`config.mk`:
```
export PLATFORM = sky130hd
export DESIGN_NAME = spi_dac_rx
export DESIGN_NICKNAME = d
export VERILOG_FILES = /design/src/rtl/spi_dac_rx.sv
export SDC_FILE = /design/constraint.sdc
export NUM_CORES = 1
export LEC_CHECK = 0
export BUFFER_PORTS_ARGS = -buffer_cell sky130_fd_sc_hd__buf_2
export CORE_MARGIN = 1.5
export CORE_UTILIZATION = 40
export DETAILED_ROUTE_END_ITERATION = 7
export GPL_ROUTABILITY_DRIVEN = 0
export PLACE_DENSITY = 0.69
export SLEW_MARGIN = 20
export SYNTH_ARGS = -nofsm -noshare
export SYNTH_HDL_FRONTEND = slang
export SYNTH_SLANG_ARGS = --single-unit
```
`constraint.sdc`:
```
create_clock -name clk -period 1.5 [get_ports clk]
set_input_delay 0.075 -clock clk [delete_from_list [all_inputs] [get_ports clk]]
set_output_delay 0.075 -clock clk [all_outputs]
set_load 0.02 [all_outputs]
```
`src/rtl/spi_dac_rx.sv`:
```
// spi_dac_rx: SPI DAC-slave receiver, oversampled in the clk domain, routes frame data to channel registers
// Ports:
//   clk, reset                  system clock, synchronous active-high reset
//   SCK, SDI, CS_               asynchronous SPI pins (CPOL=0, MSB first, active-low select)
//   ch_data                     NUM_CH packed channel registers, channel k at [k*DATA_W +: DATA_W]
//   upd_valid, upd_ch, upd_data 1-cycle write report for an accepted frame
//   len_err, addr_err           1-cycle pulses for rejected frames
// Build option: OFFSET_BINARY_EN stores/reports the word with its MSB inverted.
module spi_dac_rx #(
  parameter int DATA_W      = 16,
  parameter int CTRL_W      = 8,
  parameter int NUM_CH      = 2,
  parameter int SYNC_STAGES = 2
) (
  input  logic                       clk,
  input  logic                       reset,
  input  logic                       SCK,
  input  logic                       SDI,
  input  logic                       CS_,
  output logic [NUM_CH*DATA_W-1:0]   ch_data,
  output logic                       upd_valid,
  output logic [3:0]                 upd_ch,
  output logic [DATA_W-1:0]          upd_data,
  output logic                       len_err,
  output logic                       addr_err
);
  localparam int FRAME_W = CTRL_W + DATA_W;
  localparam int CNT_W   = $clog2(FRAME_W + 2);
  typedef enum logic [1:0] {IDLE, SHIFT, CHECK} state_t;
  state_t                 r_state, w_next;
  logic [SYNC_STAGES-1:0] r_sck_s, r_sdi_s, r_cs_s;
  logic                   r_sck_d, r_sdi_d, r_cs_d;
  logic                   r_sck_rise, r_cs_rise, r_cs_fall;
  logic [FRAME_W-1:0]     r_shift;
  logic [CNT_W-1:0]       r_bit_cnt;
  logic                   w_start, w_shift_en, w_check, w_len_ok, w_addr_ok, w_accept;
  logic [3:0]             w_addr;
  logic [DATA_W-1:0]      w_word;
  // Edge pulses are registered; r_sdi_d is the SDI sample taken alongside the SCK edge that r_sck_rise reports.
  always_ff @(posedge clk) begin
    if (reset) begin
      r_sck_s    <= '0;
      r_sdi_s    <= '0;
      r_cs_s     <= '1;
      r_sck_d    <= 1'b0;
      r_sdi_d    <= 1'b0;
      r_cs_d     <= 1'b1;
      r_sck_rise <= 1'b0;
      r_cs_rise  <= 1'b0;
      r_cs_fall  <= 1'b0;
    end else begin
      r_sck_s    <= {r_sck_s[SYNC_STAGES-2:0], SCK};
      r_sdi_s    <= {r_sdi_s[SYNC_STAGES-2:0], SDI};
      r_cs_s     <= {r_cs_s[SYNC_STAGES-2:0], CS_};
      r_sck_d    <= r_sck_s[SYNC_STAGES-1];
      r_sdi_d    <= r_sdi_s[SYNC_STAGES-1];
      r_cs_d     <= r_cs_s[SYNC_STAGES-1];
      r_sck_rise <= r_sck_s[SYNC_STAGES-1] & ~r_sck_d;
      r_cs_rise  <= r_cs_s[SYNC_STAGES-1] & ~r_cs_d;
      r_cs_fall  <= ~r_cs_s[SYNC_STAGES-1] & r_cs_d;
    end
  end
  always_ff @(posedge clk) begin
    if (reset) r_state <= IDLE;
    else r_state <= w_next;
  end
  // A CS_ fall seen during CHECK starts the next frame directly.
  always_comb begin
    w_next = r_state;
    if (r_state == IDLE && r_cs_fall) w_next = SHIFT;
    else if (r_state == SHIFT && r_cs_rise) w_next = CHECK;
    else if (r_state == CHECK) w_next = r_cs_fall ? SHIFT : IDLE;
  end
  // cs_rise wins over a coincident SCK edge.
  always_comb begin
    w_start    = r_cs_fall && r_state != SHIFT;
    w_shift_en = r_state == SHIFT && r_sck_rise && !r_cs_rise;
    w_check    = r_state == CHECK;
  end
  assign w_addr    = r_shift[DATA_W +: 4];
  assign w_len_ok  = r_bit_cnt == CNT_W'(FRAME_W);
  assign w_addr_ok = int'(w_addr) < NUM_CH;
  assign w_accept  = w_check && w_len_ok && w_addr_ok;
`ifdef OFFSET_BINARY_EN
  assign w_word = {~r_shift[DATA_W-1], r_shift[DATA_W-2:0]};
`else
  assign w_word = r_shift[DATA_W-1:0];
`endif
  always_ff @(posedge clk) begin
    if (reset) begin
      r_shift   <= '0;
      r_bit_cnt <= '0;
      ch_data   <= '0;
      upd_valid <= 1'b0;
      upd_ch    <= '0;
      upd_data  <= '0;
      len_err   <= 1'b0;
      addr_err  <= 1'b0;
    end else begin
      upd_valid <= w_accept;
      len_err   <= w_check && !w_len_ok;
      addr_err  <= w_check && w_len_ok && !w_addr_ok;
      if (w_start) begin
        r_shift   <= '0;
        r_bit_cnt <= '0;
      end else if (w_shift_en) begin
        r_shift <= {r_shift[FRAME_W-2:0], r_sdi_d};
        if (r_bit_cnt != CNT_W'(FRAME_W + 1)) r_bit_cnt <= r_bit_cnt + 1'b1;
      end
      if (w_accept) begin
        upd_ch   <= w_addr;
        upd_data <= w_word;
        for (int k = 0; k < NUM_CH; k++)
          if (w_addr == 4'(k)) ch_data[k*DATA_W +: DATA_W] <= w_word;
      end
    end
  end
endmodule

```
==> flow_summary_export.csv, run 1 <==
group,metric,value,unit
cts,clock_sinks,94,
detailed_routing,vias,2611,
synth,synth_area,0.00341,sq mm
global_route,grt_max_degree,73,
pwr,power_frac_comb,2.3,%
finish,layout_common_cells,"nand2_1, dfxtp_1, buf_2",
synth,synth_edf_count,0,
finish,final_common_cell,"nand2_1",
setup_path,crit_required,1.79,ns
global_route,grt_overflow,0,
detailed_routing,drc,0,
cts,clk_pin_slew,0.08,ns
pwr,pwr-share-clk,35.8,%
run,maxCapViolCount,0,
sta,finalMaxSlewViolations,0,
cts,cts_buffer_depth,2,
sta,whs,0.123,ns
global_route,track_usage,15.6,%
floorplanning,core_area,0.00826,sq mm
cts,clkLatencyLatePin,0.35,ns
synth,postSynthCellCount,351,
global_route,grt_pass1_vias,2383,
cts,numCtsBuffers,9,
sta,timing.slew.headroom,80.1,%
setup_path,path_class,"reg -> reg",
finish,drive_gt1_share,25.3,%
floorplanning,num_io_pins,60,
sta,final.setup.worst_slack,-0.0139,ns
synth,syn_nets,359,
cts,cts_tree,"built",
detailed_routing,totalWireLength,6.69,mm
synth,seq_area_frac_synth,55.2,%
sta,tightest_slew,0.298,ns
synth,ys_async_sr_fraction,0,%
synth,yosysWarnings,0,
pwr,intPower,3.18,mW
synth,synth_flop_cell,"dfxtp_1",
placed_design,hpwl,4.47,mm
synth,ys_types,34,
floorplanning,dieWidth,95.4,um
global_route,grt_antenna_before_repair,0,
pwr,switching_share,21.6,%
detailed_routing,dr.pass1.iters,4,
setup_path,cp-start-kind,"flop",
pwr,power_leakage,1.92,nW
detailed_routing,wire_per_inst,12.5,um
finish,fin_cells,535,
finish,antennaDiodeCount,0,
cts,htree_num_levels,3,
sta,setup-violations-final,3,
setup_path,crit_path_end_kind,"flop",
placed_design,io_buffers,59,
floorplanning,start_util,41.3,%
sta,finalCriticalPeriod,1.51,ns
floorplanning,rows,33,
finish,nets,434,
outcome,violations,"setup timing",
detailed_routing,vias_per_cell,4.88,
synth,ys_seq_elements,94,
pwr,total_power,4.06,mW
detailed_routing,drtAntennaViolNets,0,
floorplanning,dieArea,0.00909,sq mm
outcome,status,"complete, but fails checks",
detailed_routing,drt-initial-drc-count,116,
sta,fmax,0.661,GHz
sta,timing_hold_violations_final,0,
pwr,ir_drop,0.000543,V
sta,period_share,101,%
setup_path,crit_fanout,8,
sta,setup_tns,-0.0322,ns
synth,syn_avg_cell_area,9.72,sq um
pwr,power_density,966,mW/mm^2
placed_design,place_inst,514,
finish,area_growth,23.1,%
cts,root_buffer,"clkbuf_8",
sta,rsz0062_at_grt,"yes",
pwr,power_frac_seq,61.9,%
pwr,p_switching,0.874,mW
floorplanning,dieHeight,95.4,um
setup_path,cp.arrival,1.80,ns
hold_path,hold_class,"in -> reg",
global_route,grt_first_pass_wirelength,10.9,mm
sta,finalClockSkew,0.00820,ns
[routing by layer]
metal,up-vias,share of wire [%],track usage [%]
li1,1322,-,-
met1,1213,49,20.6
met2,61,44,23.6
met3,15,4.6,4.39
met4,0,2.1,7.09
met5,-,0,0
[kinds of logic after synthesis]
logic type	count (synthesis)	share of synthesized area, %
AO/OA/AOI/OAI	34	5.68
flip-flops	94	55.2
AND/OR/NAND/NOR	142	19.0
buffers and inverters	28	4.36
adder cells (fa/ha/maj)	3	1.10
multiplexers	50	14.7
[flip-flops by register name, indices dropped and copies added, names as in the netlist]
register,cells
addr_err,1
ch_data,32
len_err,1
r_bit_cnt,5
r_cs_d,1
r_cs_fall,1
r_cs_rise,1
r_cs_s,2
r_sck_d,1
r_sck_rise,1
r_sck_s,2
r_sdi_d,1
r_sdi_s,2
r_shift,20
r_state,2
upd_ch,4
upd_data,16
upd_valid,1
[worst max-delay path, stage by stage (launching register included)]
cell,delay (ns)
dfxtp_2,0.33
inv_2,0.07
ha_4,0.12
and4b_4,0.25
and4b_2,0.31
clkbuf_16,0.19
mux2i_1,0.18
[area by class of cell]
| class | count | area [sq um] |
|---|---|---|
| clock buffers | 12 | 145 |
| clock inverters | 3 | 21.3 |
| fillers | 795 | 4060 |
| inverters | 6 | 22.5 |
| multi-input cells | 229 | 1410 |
| flip-flops and latches | 94 | 1880 |
| well taps | 105 | 131 |
| repair buffers | 86 | 586 |
[cells in the mapped netlist (2+ instances only)]
library cell / count / area share (%)
and3_1: 4 / 0.73
o21ai_0: 3 / 0.44
dfxtp_1: 94 / 55
ha_1: 3 / 1.1
nor2b_1: 10 / 1.8
nand4_1: 3 / 0.55
nand2_1: 105 / 12
buf_2: 4 / 0.59
inv_1: 5 / 0.55
o211ai_1: 2 / 0.44
or2_2: 3 / 0.55
a211o_1: 2 / 0.51
nor3b_1: 2 / 0.44
nor2_1: 2 / 0.22
a21oi_1: 23 / 3.4
mux2i_1: 50 / 15
and4b_1: 2 / 0.59
clkbuf_1: 14 / 1.5
buf_6: 3 / 0.99
nand3_1: 3 / 0.44
[path summary, 6_finish.rpt]
check	slack, ns	end	from	depth (start not counted)
worst min-delay path	0.12	r_sck_s[1]	reset	3
worst max-delay path	-0.01	ch_data[11]	r_bit_cnt[0]	6
worst max register to register	-0.01	ch_data[11]	r_bit_cnt[0]	6
worst min register to register	0.38	r_sck_rise	r_sck_d	1
[repair_timing]
| item | CTS | global route |
|---|---|---|
| buffers inserted | 0 | 2 |
| hold buffers | 3 | 0 |
| gates cloned | 0 | 1 |
| hold endpoints to repair | 3 | 0 |
| resized for setup | 0 | 6 |
| pin swaps | 1 | 3 |
| setup endpoints to repair | 2 | 35 |
[through the flow]
stage	worst slack, ns	utilization, %	instance area [sq um]
after floorplan	0.0272	-	3410
after global placement	0.0732	47.8	3950
after detailed placement	0.00388	47.8	3950
after CTS	-0.00937	50.2	4150
after global routing	-0.0943	50.9	4200
final	-0.0139	50.9	4200
[power by group through the flow]
stage | Clock [mW] | Sequential, mW | Combinational, mW
final | 1.45 | 2.51 | 0.0950
after global routing | 1.59 | 2.51 | 0.104
after CTS | 1.50 | 2.51 | 0.0957
after detailed placement | 0 | 2.57 | 0.0887
after global placement | 0 | 2.57 | 0.0889
after floorplan | 0 | 2.57 | 0.0566
(Power assumes the default switching activity.)
==> run 2: changes to the inputs <==
--- a/config.mk
+++ b/config.mk
@@ -7,10 +7,10 @@
 export LEC_CHECK = 0
 export BUFFER_PORTS_ARGS = -buffer_cell sky130_fd_sc_hd__buf_2
 export CORE_MARGIN = 1.5
-export CORE_UTILIZATION = 40
+export CORE_UTILIZATION = 35
 export DETAILED_ROUTE_END_ITERATION = 7
 export GPL_ROUTABILITY_DRIVEN = 0
-export PLACE_DENSITY = 0.69
+export PLACE_DENSITY = 0.62
 export SLEW_MARGIN = 20
 export SYNTH_ARGS = -nofsm -noshare
 export SYNTH_HDL_FRONTEND = slang
==> flow_summary_export.csv, run 2 (synthesized netlist as in run 1, its figures left out) <==
group,metric,value,unit
outcome,status,"complete, but fails checks",
outcome,violations,"setup timing",
setup_path,slowest_stage,"dfxtp_2",
global_route,track_usage,14.1,%
detailed_routing,vias,2608,
hold_path,hold_class,"in -> reg",
finish,area_growth,26.2,%
floorplanning,dieArea,0.0104,sq mm
sta,final.setup.worst_slack,-0.0261,ns
cts,root_buffer,"clkbuf_8",
finish,reg_top3,"ch_data x32, r_shift x20, upd_data x16",
pwr,total_power,4.31,mW
global_route,grt_first_pass_wirelength,11.5,mm
detailed_routing,drc,0,
cts,cts_tree,"built",
run,maxCapViolCount,0,
finish,fin_util,46.2,%
setup_path,path_class,"reg -> reg",
floorplanning,rows,35,
setup_path,path_delay_family,"simple AND/OR/NAND/NOR gates",
detailed_routing,vias_per_cell,4.65,
sta,finalCriticalPeriod,1.53,ns
detailed_routing,wire_per_inst,13.2,um
pwr,ir_drop,0.000600,V
sta,tightest_slew,0.615,ns
floorplanning,num_io_pins,60,
setup_path,crit_fanout,6,
cts,numCtsBuffers,9,
placed_design,io_buffers,59,
placed_design,hpwl,4.72,mm
cts,clkLatencyLatePin,0.36,ns
detailed_routing,drtAntennaViolNets,0,
global_route,grt_antenna_before_repair,0,
detailed_routing,totalWireLength,7.41,mm
pwr,power_leakage,1.95,nW
sta,finalMaxSlewViolations,0,
setup_path,cp.arrival,1.81,ns
setup_path,slowest_delay,0.34,ns
sta,finalClockSkew,0.0129,ns
sta,whs,0.119,ns
finish,drive_gt1_share,27.1,%
finish,antennaDiodeCount,0,
global_route,grt_overflow,0,
finish,nets,435,
cts,clk_pin_slew,0.10,ns
cts,htree_num_levels,3,
cts,cts_buffer_depth,2,
sta,period_share,102,%
floorplanning,dieHeight,102,um
finish,max_flop_register,"ch_data",
detailed_routing,dr.pass1.iters,4,
sta,fmax,0.655,GHz
global_route,grt_max_degree,32,
sta,rsz0062_at_grt,"yes",
setup_path,crit_chain,"inv_2 > ha_4 > and4b_4 > and4b_2 > buf_6 > mux2i_1",
cts,clock_sinks,94,
sta,setup-violations-final,9,
setup_path,crit_required,1.78,ns
sta,timing.slew.headroom,58.9,%
setup_path,crit_path_end_kind,"flop",
finish,fill_cells,898,
finish,layout_common_cells,"nand2_1, dfxtp_1, buf_2",
global_route,grt_pass1_vias,2459,
finish,largest_reg_flops,32,
setup_path,cp-start-kind,"flop",
pwr,power_density,1000,mW/mm^2
floorplanning,start_util,36.6,%
sta,timing_hold_violations_final,0,
floorplanning,dieWidth,102,um
floorplanning,core_area,0.00933,sq mm
setup_path,path_buf_inv,2,
detailed_routing,drt-initial-drc-count,144,
finish,final_common_cell,"nand2_1",
-- run 2: cell count changes in the layout (fill, tap and decap cells not counted), moves of 2 or more --
| cell | delta |
|---|---|
| buf_4 | -2 |
| buf_6 | +4 |
| clkbuf_1 | -2 |
| clkinvlp_4 | +2 |
| inv_6 | +3 |
-- run 2: area by class of cell --
class                      count  area [sq um]  share of cell area, %
clock buffer                   9           124                   2.88
tap                          129           161                   3.75
timing repair buffer          87           596                   13.8
clock inverter                 7          78.8                   1.83
multi-input combinational    229          1440                   33.4
sequential                    94          1890                   43.8
inverter                       6          22.5                  0.523
-- run 2: path summary, 6_finish.rpt --
path,cells after the start,slack (ns),from,end
max,6,-0.03,r_bit_cnt[1],ch_data[3]
min,3,0.12,reset,r_sck_s[0]
max reg2reg,6,-0.03,r_bit_cnt[1],ch_data[3]
min reg2reg,1,0.39,r_sck_d,r_sck_rise
-- run 2: worst reg2reg max path, cell delays in order (launching register included) --
cell and delay [ns]:
dfxtp_2 0.34, inv_2 0.07, ha_4 0.12, and4b_4 0.26, and4b_2 0.29, buf_6 0.17
mux2i_1 0.20
-- run 2: layer usage --
layer  track usage [%]  routed length, um  part of all wire (%)  vias to the layer above
met3              3.17                274                   3.7                       10
met1              17.8               3490                    47                     1226
met4              5.88                121                   1.6                        0
met5                 0                  0                     0                        -
met2              23.4               3530                    48                       51
li1                  -                  -                     -                     1321
-- run 2: metrics by stage --
stage | setup WS (ns) | instances | setup TNS [ns] | cell area, sq um
2_1_floorplan | 0.0272 | 351 | 0 | 3410
3_3_place_gp | -0.0586 | 535 | -0.458 | 3940
3_5_place_dp | -0.0646 | 535 | -1.11 | 3940
4_1_cts | -0.0190 | 556 | -0.0845 | 4220
5_1_grt | -0.102 | 561 | -1.15 | 4310
6_report | -0.0261 | 561 | -0.113 | 4310
-- run 2: where the power goes --
part | internal (mW) | switching, mW | leakage, nW
Sequential | 2.51 | 0.00554 | 0.760
Clock | 0.787 | 0.909 | 0.0929
Combinational | 0.0367 | 0.0632 | 1.10
Total | 3.33 | 0.978 | 1.95
-- run 2: timing repair --
item | 4_1_cts | 5_1_grt
gates resized for setup | 12 | 7
endpoints found under the hold margin | 3 | 0
cloned | 1 | 1
buffers inserted | 1 | 4
endpoints found under the setup margin | 56 | 38
hold buffers | 3 | 0
pin swaps | 0 | 4
